### config.mk
export PLATFORM = sky130hd
export DESIGN_NAME = sev_scan_capture_flat
export DESIGN_NICKNAME = d
export VERILOG_FILES = /design/src/rtl/sev_scan_capture_if.sv /design/src/rtl/sev_scan_capture.sv /design/src/flat_wrapper.sv
export SDC_FILE = /design/constraint.sdc
export NUM_CORES = 1
export LEC_CHECK = 0
export BUFFER_PORTS_ARGS = -buffer_cell sky130_fd_sc_hd__buf_2
export CORE_MARGIN = 5
export CORE_UTILIZATION = 57
export CTS_CLUSTER_SIZE = 14
export DETAILED_ROUTE_END_ITERATION = 8
export PLACE_DENSITY = 0.82
export SLEW_MARGIN = 20
export SYNTH_ARGS = -nofsm -noshare
export SYNTH_HDL_FRONTEND = slang
export SYNTH_SLANG_ARGS = --single-unit
export TNS_END_PERCENT = 5
### constraint.sdc
create_clock -name clk -period 3.31 [get_ports clk]
set_input_delay 0.4965 -clock clk [delete_from_list [all_inputs] [get_ports clk]]
set_output_delay 0.4965 -clock clk [all_outputs]
set_load 0.02 [all_outputs]
### src/rtl/sev_scan_capture_if.sv
// sev_scan_capture_if: scanned 7-segment pins in, rebuilt digits and event pulses out
interface sev_scan_capture_if #(
    parameter int DIGITS = 4
);
    logic [DIGITS-1:0]   an;
    logic [6:0]          seg;
    logic [4*DIGITS-1:0] value;
    logic [DIGITS-1:0]   digit_valid;
    logic                frame_done;
    logic                bad_pattern;
    logic                an_conflict;

    modport master (
        output an, seg,
        input  value, digit_valid, frame_done, bad_pattern, an_conflict
    );

    modport slave (
        input  an, seg,
        output value, digit_valid, frame_done, bad_pattern, an_conflict
    );
endinterface

### src/rtl/sev_scan_capture.sv
// sev_scan_capture: samples a multiplexed active-low 7-segment bus and rebuilds each digit's nibble
module sev_scan_capture #(
    parameter int DIGITS        = 4,
    parameter int STABLE_CYCLES = 4
) (
    input  logic              clk,
    input  logic              rst_n,
    sev_scan_capture_if.slave bus
);
    localparam int CW = $clog2(STABLE_CYCLES + 1);
    localparam int SW = DIGITS + 7;

    logic [SW-1:0]       s1_q, s2_q, prev_q;
    logic [1:0]          warm_q;
    logic [CW-1:0]       cnt_q, cnt_d;
    logic                cap_q, cap_d;
    logic [4*DIGITS-1:0] value_q, value_d;
    logic [DIGITS-1:0]   valid_q, valid_d, seen_q, seen_d, an_l;
    logic                frame_q, frame_d, bad_q, bad_d, conf_q, conf_d;
    logic                live, same, fire, one_hot;
    logic [4:0]          dec;

    function automatic logic [4:0] decode(input logic [6:0] s);
        case (s)
            7'b0000001: return 5'h10;
            7'b1001111: return 5'h11;
            7'b0010010: return 5'h12;
            7'b0000110: return 5'h13;
            7'b1001100: return 5'h14;
            7'b0100100: return 5'h15;
            7'b0100000: return 5'h16;
            7'b0001111: return 5'h17;
            7'b0000000: return 5'h18;
            7'b0000100: return 5'h19;
            7'b0001000: return 5'h1A;
            7'b1100000: return 5'h1B;
            7'b0110001: return 5'h1C;
            7'b1000010: return 5'h1D;
            7'b0110000: return 5'h1E;
            7'b0111000: return 5'h1F;
            default:    return 5'h00;
        endcase
    endfunction

    // The synchronizer still holds reset values for two cycles; treat those as no sample.
    always_comb begin
        live    = warm_q == 2'd2;
        same    = live && s2_q == prev_q;
        cnt_d   = !live ? '0 : !same ? CW'(1) :
                  cnt_q == CW'(STABLE_CYCLES) ? cnt_q : cnt_q + CW'(1);
        fire    = live && cnt_d == CW'(STABLE_CYCLES) && !(cap_q && same);
        cap_d   = fire || (cap_q && same);
        an_l    = ~s2_q[SW-1:7];
        one_hot = an_l != '0 && (an_l & (an_l - DIGITS'(1))) == '0;
        dec     = decode(s2_q[6:0]);
        value_d = value_q;
        valid_d = valid_q;
        seen_d  = seen_q;
        frame_d = 1'b0;
        bad_d   = 1'b0;
        conf_d  = fire && an_l != '0 && !one_hot;
        if (fire && one_hot) begin
            bad_d = !dec[4];
            for (int i = 0; i < DIGITS; i++) begin
                if (an_l[i]) begin
                    if (dec[4]) value_d[4*i +: 4] = dec[3:0];
                    valid_d[i] = dec[4];
                    seen_d[i]  = 1'b1;
                end
            end
            if (&seen_d) begin
                frame_d = 1'b1;
                seen_d  = '0;
            end
        end
    end

    always_ff @(posedge clk or negedge rst_n) begin
        if (!rst_n) begin
            s1_q    <= '0;
            s2_q    <= '0;
            prev_q  <= '0;
            warm_q  <= '0;
            cnt_q   <= '0;
            cap_q   <= 1'b0;
            value_q <= '0;
            valid_q <= '0;
            seen_q  <= '0;
            frame_q <= 1'b0;
            bad_q   <= 1'b0;
            conf_q  <= 1'b0;
        end else begin
            s1_q    <= {bus.an, bus.seg};
            s2_q    <= s1_q;
            prev_q  <= s2_q;
            warm_q  <= live ? warm_q : warm_q + 2'd1;
            cnt_q   <= cnt_d;
            cap_q   <= cap_d;
            value_q <= value_d;
            valid_q <= valid_d;
            seen_q  <= seen_d;
            frame_q <= frame_d;
            bad_q   <= bad_d;
            conf_q  <= conf_d;
        end
    end

    assign bus.value       = value_q;
    assign bus.digit_valid = valid_q;
    assign bus.frame_done  = frame_q;
    assign bus.bad_pattern = bad_q;
    assign bus.an_conflict = conf_q;
endmodule

### src/flat_wrapper.sv
// flat-port wrapper written by rule: the top's interface ports become plain ports
module sev_scan_capture_flat 
#(
    parameter int DIGITS        = 4,
    parameter int STABLE_CYCLES = 4
)
  (clk, rst_n, bus_an, bus_seg, bus_value, bus_digit_valid, bus_frame_done, bus_bad_pattern, bus_an_conflict);
  sev_scan_capture_if #(.DIGITS(DIGITS)) bus_i ();
  input  logic clk;
  input  logic rst_n;
  input wire logic [$bits(bus_i.an)-1:0] bus_an;
  input wire logic [$bits(bus_i.seg)-1:0] bus_seg;
  output wire logic [$bits(bus_i.value)-1:0] bus_value;
  output wire logic [$bits(bus_i.digit_valid)-1:0] bus_digit_valid;
  output wire logic [$bits(bus_i.frame_done)-1:0] bus_frame_done;
  output wire logic [$bits(bus_i.bad_pattern)-1:0] bus_bad_pattern;
  output wire logic [$bits(bus_i.an_conflict)-1:0] bus_an_conflict;
  assign bus_i.an = bus_an;
  assign bus_i.seg = bus_seg;
  assign bus_value = bus_i.value;
  assign bus_digit_valid = bus_i.digit_valid;
  assign bus_frame_done = bus_i.frame_done;
  assign bus_bad_pattern = bus_i.bad_pattern;
  assign bus_an_conflict = bus_i.an_conflict;
  sev_scan_capture #(.DIGITS(DIGITS), .STABLE_CYCLES(STABLE_CYCLES)) u_core (.clk(clk), .rst_n(rst_n), .bus(bus_i));
endmodule
# --- Word level (Yosys, flattened, before mapping) ---
# Index checks and enable logic that the tools add are counted.
totals:
  register_bits: 66
  input_bits: 13
  out_inout_bits: 23
op_classes:
  addsub: 3
  eq_ne: 19
  mux: 16
  bitwise_logic: 2
  n_reduce_logical: 24
ops:
  columns: ["cell", "count"]
  rows:
  - ["$pmux W5 S16", 1]
  - ["$eq A7 B6 Y1 const B", 5]
  - ["$eq A7 B7 Y1 const B", 4]
  - ["$eq A7 B3 Y1 const B", 2]
  - ["$eq A7 B4 Y1 const B", 2]
  - ["$reduce_and A3 Y1", 4]
  - ["$eq A11 B11 Y1", 1]
  - ["$mux W1", 11]
  - ["$mux W3", 3]
  - ["$logic_and A1 B1 Y1", 8]
  - ["$reduce_and A2 Y1", 4]
  - ["$eq A7 B1 Y1 const B", 1]
  - ["$eq A7 B5 Y1 const B", 1]
  - ["$logic_not A7 Y1", 1]
  - ["$eq A3 B3 Y1 const B", 2]
  - ["$and A4 B4 Y4", 1]
  - ["$logic_not A4 Y1", 1]
  - ["$mux W4", 1]
  - ["$not A4 Y4", 1]
  - ["$reduce_and A4 Y1", 1]
  - ["$reduce_bool A4 Y1", 1]
  - ["$sub A4 B1 Y4 const B", 1]
  - ["$add A3 B1 Y3 const B", 1]
  - ["$logic_not A1 Y1", 3]
  - ["3 further kinds", 3]

# --- Longest topological paths before layout ---
# Gate-level depths: netlist (run 1).
logic_depth:
  ltp_word: 12
  mapped_depth: 9
  mapped_depth_nobuf: 8

# --- Worst setup path before layout (run 1) ---
# OpenSTA, ideal clock, no wires.
synth_path:
  path_type: "register to register"
  start: "register u_core.cnt_q[0]"
  end: "register u_core.valid_q[2] (netlist: u_core.bus.digit_valid[2])"
  arrival_time_ps: 2329
  required_ps: 3185
  setup_slack_ps: 856
  stages_incl_launch_ff: 9
  period_less_slack_ps: 2454
  path_cell_list: "dfrtp_1 -> inv_1 -> ha_1 -> or3b_1 -> a311oi_4 -> and2b_4 -> and4_1 -> buf_6 -> mux2_2"
synth_between:
  elab_chain_len: 9
  elab_cells_between_ends: 10
  cone_classes: "1 x add/sub; 2 x eq/ne; 3 x mux; 4 x reduce/logical"
synth_lines:
  columns: ["element", "line", "rtl"]
  rows:
  - ["from (decl)", "sev_scan_capture.sv:15", "logic [CW-1:0] cnt_q, cnt_d;"]
  - ["from (signal assigned)", "sev_scan_capture.sv:97", "cnt_q <= cnt_d;"]
  - ["$add A3 B1 Y3 / $eq A3 B3 Y1 (equally long branches)", "sev_scan_capture.sv:50", "cnt_q == CW'(STABLE_CYCLES) ? cnt_q : cnt_q + CW'(1);"]
  - ["$mux W3 *", "sev_scan_capture.sv:50", null]
  - ["$mux W3 * (2 in a row)", "sev_scan_capture.sv:49", "cnt_d = !live ? '0 : !same ? CW'(1) :"]
  - ["$eq A3 B3 Y1 *", "sev_scan_capture.sv:51", "fire = live && cnt_d == CW'(STABLE_CYCLES) && !(cap_q && same);"]
  - ["$logic_and A1 B1 Y1 * (2 in a row)", "sev_scan_capture.sv:51", null]
  - ["$logic_and A1 B1 Y1 *", "sev_scan_capture.sv:62", "if (fire && one_hot) begin"]
  - ["$reduce_and A2 Y1 (no line) *", null, null]
  - ["to (signal assigned)", "sev_scan_capture.sv:100", "valid_q <= valid_d;"]
  - ["to (decl)", "sev_scan_capture.sv:18", "logic [DIGITS-1:0] valid_q, valid_d, seen_q, seen_d, an_l;"]
# Every way passes the cells marked *; elsewhere a longest branch is shown, timed or not.
# A chain may end at the register's enable or synchronous reset.

# --- Worst setup path after layout (run 1) ---
# Same ends and word-level chain as after synthesis.

==> impl_metrics.py, run 1 <==
metrics = {
    "drt": {
        "ant_nets": 0,
        "wl_met3_microns": 285,
        "met1_length_mm": 2.43,
        "vias_per_cell": 5.63,
        "totalWireLength_mm": 5.41,
        "routed.top_layer": "met4",
        "route.detailed.drc": 0,
        "wl_met2_mm": 2.59,
        "drtIter0Drc": 177,
        "num_vias": 1932,
        "wire_per_inst_microns": 15.8,
        "first_pass_iters": 6,
    },
    "clock_tree": {
        "cts_tree": "yes",
        "clk_path_buf_depth": 2,
        "clk_pin_slew_ns": 0.07,
        "numCtsBuffers": 9,
        "cts_resized": 0,
        "htreeDepth": 3,
        "insertion_delay_ns": 0.34,
        "root_buffer": "clkbuf_8",
        "cts_setup_buffers": 0,
        "cts_sinks": 66,
        "holdBufCountCts": 0,
    },
    "critical_path": {
        "worstPathMaxFanout": 10,
        "critPathKind": "reg -> reg",
        "crit_slowest_cell": "dfrtp_1",
        "reg2reg_from": "u_core.cnt_q[0]",
        "cp-start-kind": "flip-flop",
        "critPathRequiredTime_ns": 3.53,
        "rr_worst_depth": 7,
        "r2r_end": "u_core.bus.digit_valid[2]",
        "slowest_delay_ns": 0.46,
        "r2r_slack_ns": 0.62,
        "crit_chain": "inv_1, ha_1, or3b_1, a311oi_4, and2b_4, and4_1, mux2_2",
        "crit_arrival_ns": 2.92,
        "endpoint_kind": "flip-flop",
    },
    "yosys": {
        "synth_most_common_cell": "dfrtp_1",
        "synth.avg_cell_area_sq_um": 12.1,
        "synth_edf_count": 0,
        "synth_seq_area_share_pct": 57.4,
        "yosysTopAreaCellShare_pct": 57.4,
        "async_flop_share_pct": 100,
        "yosys.area.top_type": "dfrtp_1",
        "synthDistinctLibCells": 56,
        "ys.flop_type": "dfrtp_1",
        "yosysWarnings": 0,
        "synthCells": 238,
        "synth_area_sq_mm": 0.00288,
        "synth_nets": 254,
        "synthTopCellsByArea": "dfrtp_1, xnor2_1, a21oi_1",
        "ys_ff_latch": 66,
        "synth_common_cells": "dfrtp_1, a21oi_1, xnor2_1",
    },
    "cells_and_area": {
        "final_nets": 288,
        "drive_above_1_share_pct": 23.9,
        "post-route-cell-area_sq_mm": 0.00329,
        "syn_to_final_growth_pct": 14.3,
        "instances_no_fill": 343,
        "n_antenna_cell": 0,
        "utilization_pct": 68.3,
    },
    "timing": {
        "hold-worst-slack_ns": 0.142,
        "setup_viol": 0,
        "setup_tns_ns": 0,
        "skew_ns": 0.00652,
        "worst_slew_pin_slew_ns": 0.543,
        "fmax_ghz": 0.371,
        "finalHoldViolCount": 0,
        "grt_setup_unrepaired": "no",
        "period_share_pct": 81.4,
        "relSlewSlack_pct": 63.8,
        "period_needed_ns": 2.69,
        "drv_slew": 0,
    },
    "power_and_ir_drop": {
        "vdd_drop_max_v": 0.000450,
        "p_leak_uw": 0.00154,
        "pwr_density_cell_mw_per_mm2": 493,
    },
    "floorplanning": {
        "io_pins": 36,
        "die_w_microns": 81.1,
        "start_util_pct": 59.8,
        "core_area_sq_mm": 0.00482,
        "dieArea_sq_mm": 0.00657,
        "rows": 25,
        "dieHeight_microns": 81.1,
    },
    "placed_design": {
        "place_inst": 328,
        "gp_congestion": 0.836,
        "place_area_sq_mm": 0.00308,
        "hpwl_mm": 3.50,
        "port_buffers": 35,
    },
    "hold_path": {
        "hold_class": "in -> async",
    },
    "global_routing": {
        "grt_pass1_vias": 1876,
        "grt_max_degree": 47,
        "globalRouteTotalUtil_pct": 19.7,
        "antenna_found_initial": 0,
        "grt_pass1_wl_mm": 9.60,
        "grt-ovfl-total": 0,
    },
    "status": {
        "outcome": "finished, final reports clean",
    },
    "flow_run": {
        "cap_violations": 0,
    },
}
## worst max path at each step
stage | slack (ns) | endpoint | start | cells past startpoint
after floorplan | 0.86 | u_core.bus.digit_valid[2] | u_core.cnt_q[0] | 8
after global placement | 0.70 | u_core.bus.digit_valid[2] | u_core.cnt_q[0] | 7
after detailed placement | 0.61 | u_core.bus.digit_valid[2] | u_core.cnt_q[0] | 7
after CTS | 0.60 | u_core.bus.digit_valid[2] | u_core.cnt_q[0] | 7
after global routing | 0.49 | u_core.bus.digit_valid[2] | u_core.cnt_q[0] | 7
final | 0.62 | u_core.bus.digit_valid[2] | u_core.cnt_q[0] | 7
## critical path, delay by kind of cell (launching register included)
kind / cells / cell delay (ns)
AND/OR/NAND/NOR: 3 / 1.08
flip-flops: 1 / 0.46
multiplexers: 1 / 0.37
AO/OA/AOI/OAI: 1 / 0.36
adder cells (fa/ha/maj): 1 / 0.23
buffers and inverters: 1 / 0.07
## final cells by class
type,instances,area (sq um)
sequential,66,1650
fill,364,1530
multi-input combinational,152,1130
timing repair buffer,37,193
clock buffer,13,169
tap,67,83.8
clock inverter,2,35.0
inverter,6,22.5
## flip-flops by register name (all words and copies together) (netlist names)
signal	count
u_core.prev_q	11
u_core.s2_q	11
u_core.s1_q	11
u_core.cnt_q	3
u_core.warm_q	2
u_core.bus.an_conflict	1
u_core.seen_q	4
u_core.bus.frame_done	1
u_core.bus.bad_pattern	1
u_core.bus.digit_valid	4
u_core.bus.value	16
u_core.cap_q	1
## kinds of logic (layout without fill, tap and decap cells)
kind of cell    after synthesis  count (layout)  share of synthesized area [%]
buf+inv                      20              58                           3.22
compound gates               53              53                           13.2
simple gates                 77              77                           18.8
xor+xnor                     15              15                           4.56
fa+ha+maj                     3               3                           1.30
mux                           4               4                           1.56
flops                        66              66                           57.4
## stage by stage
step	setup WS (ns)	power (uW)
final	0.615	1620
after global routing	0.487	1690
after CTS	0.597	1640
after detailed placement	0.610	954
after global placement	0.695	950
after floorplan	0.856	918
## layout by cell type, fill, tap and decap left out, types with 2 or more instances in the layout
cell type / netlist / routed
a31oi_1: 3 / 3
nand3b_1: 3 / 3
or3_1: 3 / 3
clkbuf_8: 0 / 12
dfrtp_1: 66 / 66
o21a_1: 3 / 3
buf_4: 1 / 3
nand2_1: 11 / 11
mux2_2: 4 / 4
o21ai_0: 7 / 7
a22o_1: 2 / 2
nand4b_1: 2 / 2
nand3_1: 2 / 2
and2_1: 3 / 3
a21boi_0: 2 / 2
xnor2_1: 15 / 15
nor2b_1: 3 / 3
nor2_4: 2 / 2
inv_1: 6 / 6
a21oi_1: 17 / 17
nand2b_1: 9 / 9
a2bb2oi_1: 6 / 6
o2bb2ai_1: 2 / 2
nor3_1: 6 / 6
nor2_1: 12 / 12
ha_1: 3 / 3
buf_2: 5 / 34
nand4_1: 4 / 4
nor4b_4: 2 / 2
## layer usage
layer	global-route usage, %	vias up
li1	-	915
met1	27.0	960
met2	29.5	47
met3	6.10	10
met4	7.94	0
met5	0	-
## power by group
part | internal [uW] | leakage [uW] | total, uW | switching [uW]
clock | 404 | 0.000106 | 682 | 277
sequential | 827 | 0.000835 | 858 | 31.5
combinational | 34.6 | 0.000603 | 81.2 | 46.6
Power figures use the tool's default switching activity.
==> inputs of run 2 (changes only) <==
--- a/config.mk
+++ b/config.mk
@@ -7,10 +7,10 @@
 export LEC_CHECK = 0
 export BUFFER_PORTS_ARGS = -buffer_cell sky130_fd_sc_hd__buf_2
 export CORE_MARGIN = 5
-export CORE_UTILIZATION = 57
+export CORE_UTILIZATION = 51
 export CTS_CLUSTER_SIZE = 14
 export DETAILED_ROUTE_END_ITERATION = 8
-export PLACE_DENSITY = 0.82
+export PLACE_DENSITY = 0.77
 export SLEW_MARGIN = 20
 export SYNTH_ARGS = -nofsm -noshare
 export SYNTH_HDL_FRONTEND = slang
==> constraint.sdc (replaced) <==
create_clock -name clk -period 2.4 [get_ports clk]
set_input_delay 0.36 -clock clk [delete_from_list [all_inputs] [get_ports clk]]
set_output_delay 0.36 -clock clk [all_outputs]
set_load 0.02 [all_outputs]
==> impl_metrics.py, run 2 (synthesis results as in run 1) <==
metrics = {
    "drt": {
        "num_vias": 2023,
        "ant_nets": 0,
        "wire_per_inst_microns": 15.6,
        "drtIter0Drc": 76,
        "route.detailed.drc": 0,
        "vias_per_cell": 5.53,
        "first_pass_iters": 4,
        "totalWireLength_mm": 5.73,
    },
    "global_routing": {
        "globalRouteTotalUtil_pct": 17.2,
        "antenna_found_initial": 0,
        "grt-ovfl-total": 0,
        "grt_pass1_vias": 2009,
        "grt_pass1_wl_mm": 9.71,
        "grt_max_degree": 41,
    },
    "floorplanning": {
        "die_w_microns": 85.1,
        "core_area_sq_mm": 0.00551,
        "start_util_pct": 52.3,
        "io_pins": 36,
        "dieArea_sq_mm": 0.00725,
        "dieHeight_microns": 85.1,
        "rows": 27,
    },
    "timing": {
        "fmax_ghz": 0.421,
        "setup_viol": 0,
        "period_needed_ns": 2.38,
        "hold-worst-slack_ns": 0.0115,
        "setup_tns_ns": 0,
        "worst_slew_pin_slew_ns": 0.601,
        "drv_slew": 0,
        "relSlewSlack_pct": 60.0,
        "finalHoldViolCount": 0,
        "grt_setup_unrepaired": "yes",
        "skew_ns": 0.00847,
        "period_share_pct": 99.0,
    },
    "power_and_ir_drop": {
        "p_leak_uw": 0.00162,
        "p_total_uw": 2150,
        "pwr_density_cell_mw_per_mm2": 617,
        "vdd_drop_max_v": 0.000390,
    },
    "clock_tree": {
        "cts_tree": "yes",
        "numCtsBuffers": 9,
        "cts_sinks": 66,
        "htreeDepth": 3,
        "root_buffer": "clkbuf_8",
        "insertion_delay_ns": 0.35,
        "clk_path_buf_depth": 2,
        "clk_pin_slew_ns": 0.08,
        "holdBufCountCts": 0,
    },
    "placed_design": {
        "place_inst": 349,
        "hpwl_mm": 3.92,
        "port_buffers": 35,
        "gp_congestion": 0.909,
    },
    "cells_and_area": {
        "largest_register_ff_count": 16,
        "instances_no_fill": 366,
        "utilization_pct": 63.1,
        "final_nets": 305,
        "layout_commonest_cell": "dfrtp_1",
        "n_antenna_cell": 0,
        "layout_common_cells": "dfrtp_1, buf_2, a21oi_1, buf_4, xnor2_1",
        "drive_above_1_share_pct": 34.0,
        "syn_to_final_growth_pct": 20.7,
    },
    "critical_path": {
        "critPathKind": "reg -> reg",
        "worstPathMaxFanout": 4,
        "crit_arrival_ns": 2.61,
        "cp-start-kind": "flip-flop",
        "crit_slowest_cell": "dfrtp_1",
        "crit_chain": "ha_2, or3b_4, a311oi_4, and2b_4, nand4_4, nor2_4, mux2_4",
        "endpoint_kind": "flip-flop",
        "slowest_delay_ns": 0.43,
        "critPathRequiredTime_ns": 2.64,
    },
    "status": {
        "outcome": "finished, final reports clean",
    },
    "hold_path": {
        "hold_class": "in -> async",
    },
    "flow_run": {
        "cap_violations": 0,
    },
}
==> run 2: cell types whose count changed in the layout (fill, tap and decap cells not counted), sizes merged <==
cell      delta
buf         +17
clkbuf       -4
clkinvlp     +2
inv          +3
bufinv       -1
clkinv       +1
==> run 2: worst max-delay path: cells and delay by family (launching register included) <==
family / cells / cell delay (ns)
DFF: 1 / 0.43
and+or+nand+nor: 4 / 0.93
AOI/OAI and AO/OA: 1 / 0.39
muxes: 1 / 0.30
adders and majority gates: 1 / 0.21
==> run 2: area by class of cell <==
cell class	instances	area [sq um]
fillers	417	2030
flip-flops and latches	66	1660
multi-input cells	152	1190
repair buffers	54	338
clock buffers	9	124
well taps	72	90.1
clock inverters	7	51.3
inverters	6	22.5
==> run 2: power by group <==
| group | internal (uW) | leakage, uW | total [uW] | switching, uW |
|---|---|---|---|---|
| Clock | 381 | 0.0000864 | 832 | 451 |
| Sequential | 1140 | 0.000831 | 1170 | 34.7 |
| Combinational | 60.6 | 0.000704 | 139 | 78.1 |
| Total | 1580 | 0.00162 | 2150 | 564 |
==> run 2: worst paths after layout <==
path,startpoint,endpoint,slack [ns],cells after the start
worst max-delay path,u_core.cnt_q[0],u_core.bus.digit_valid[3],0.02,7
worst min-delay path,rst_n,u_core.s2_q[0],0.01,1
worst max register to register,u_core.cnt_q[0],u_core.bus.digit_valid[3],0.02,7
worst min register to register,u_core.s1_q[0],u_core.s2_q[0],0.35,0
max in group asynchronous,rst_n,u_core.s2_q[3],1.77,2
min in group clk,bus_seg[6],u_core.s1_q[6],0.11,1
==> run 2: per-stage QoR <==
step	setup slack [ns]	area, sq um
finish	0.0229	3480
global route	-0.0639	3480
CTS	0.0307	3410
detailed placement	-0.0235	3230
global placement	0.0632	3230
floorplan	0.00730	2890
==> run 2: per-layer routing <==
metal	track usage, %	share of wire [%]	wire length, microns
met5	0	0	0
met2	26.6	50	2860
met1	21.8	42	2420
met4	8.06	2.5	142
met3	5.73	5.2	298
==> run 2: what timing repair did <==
item / CTS / global route
resized for setup: 0 / 18
setup endpoints to repair: 8 / 19
buffers inserted: 0 / 1
gates cloned: 0 / 0
pin swaps: 1 / 5
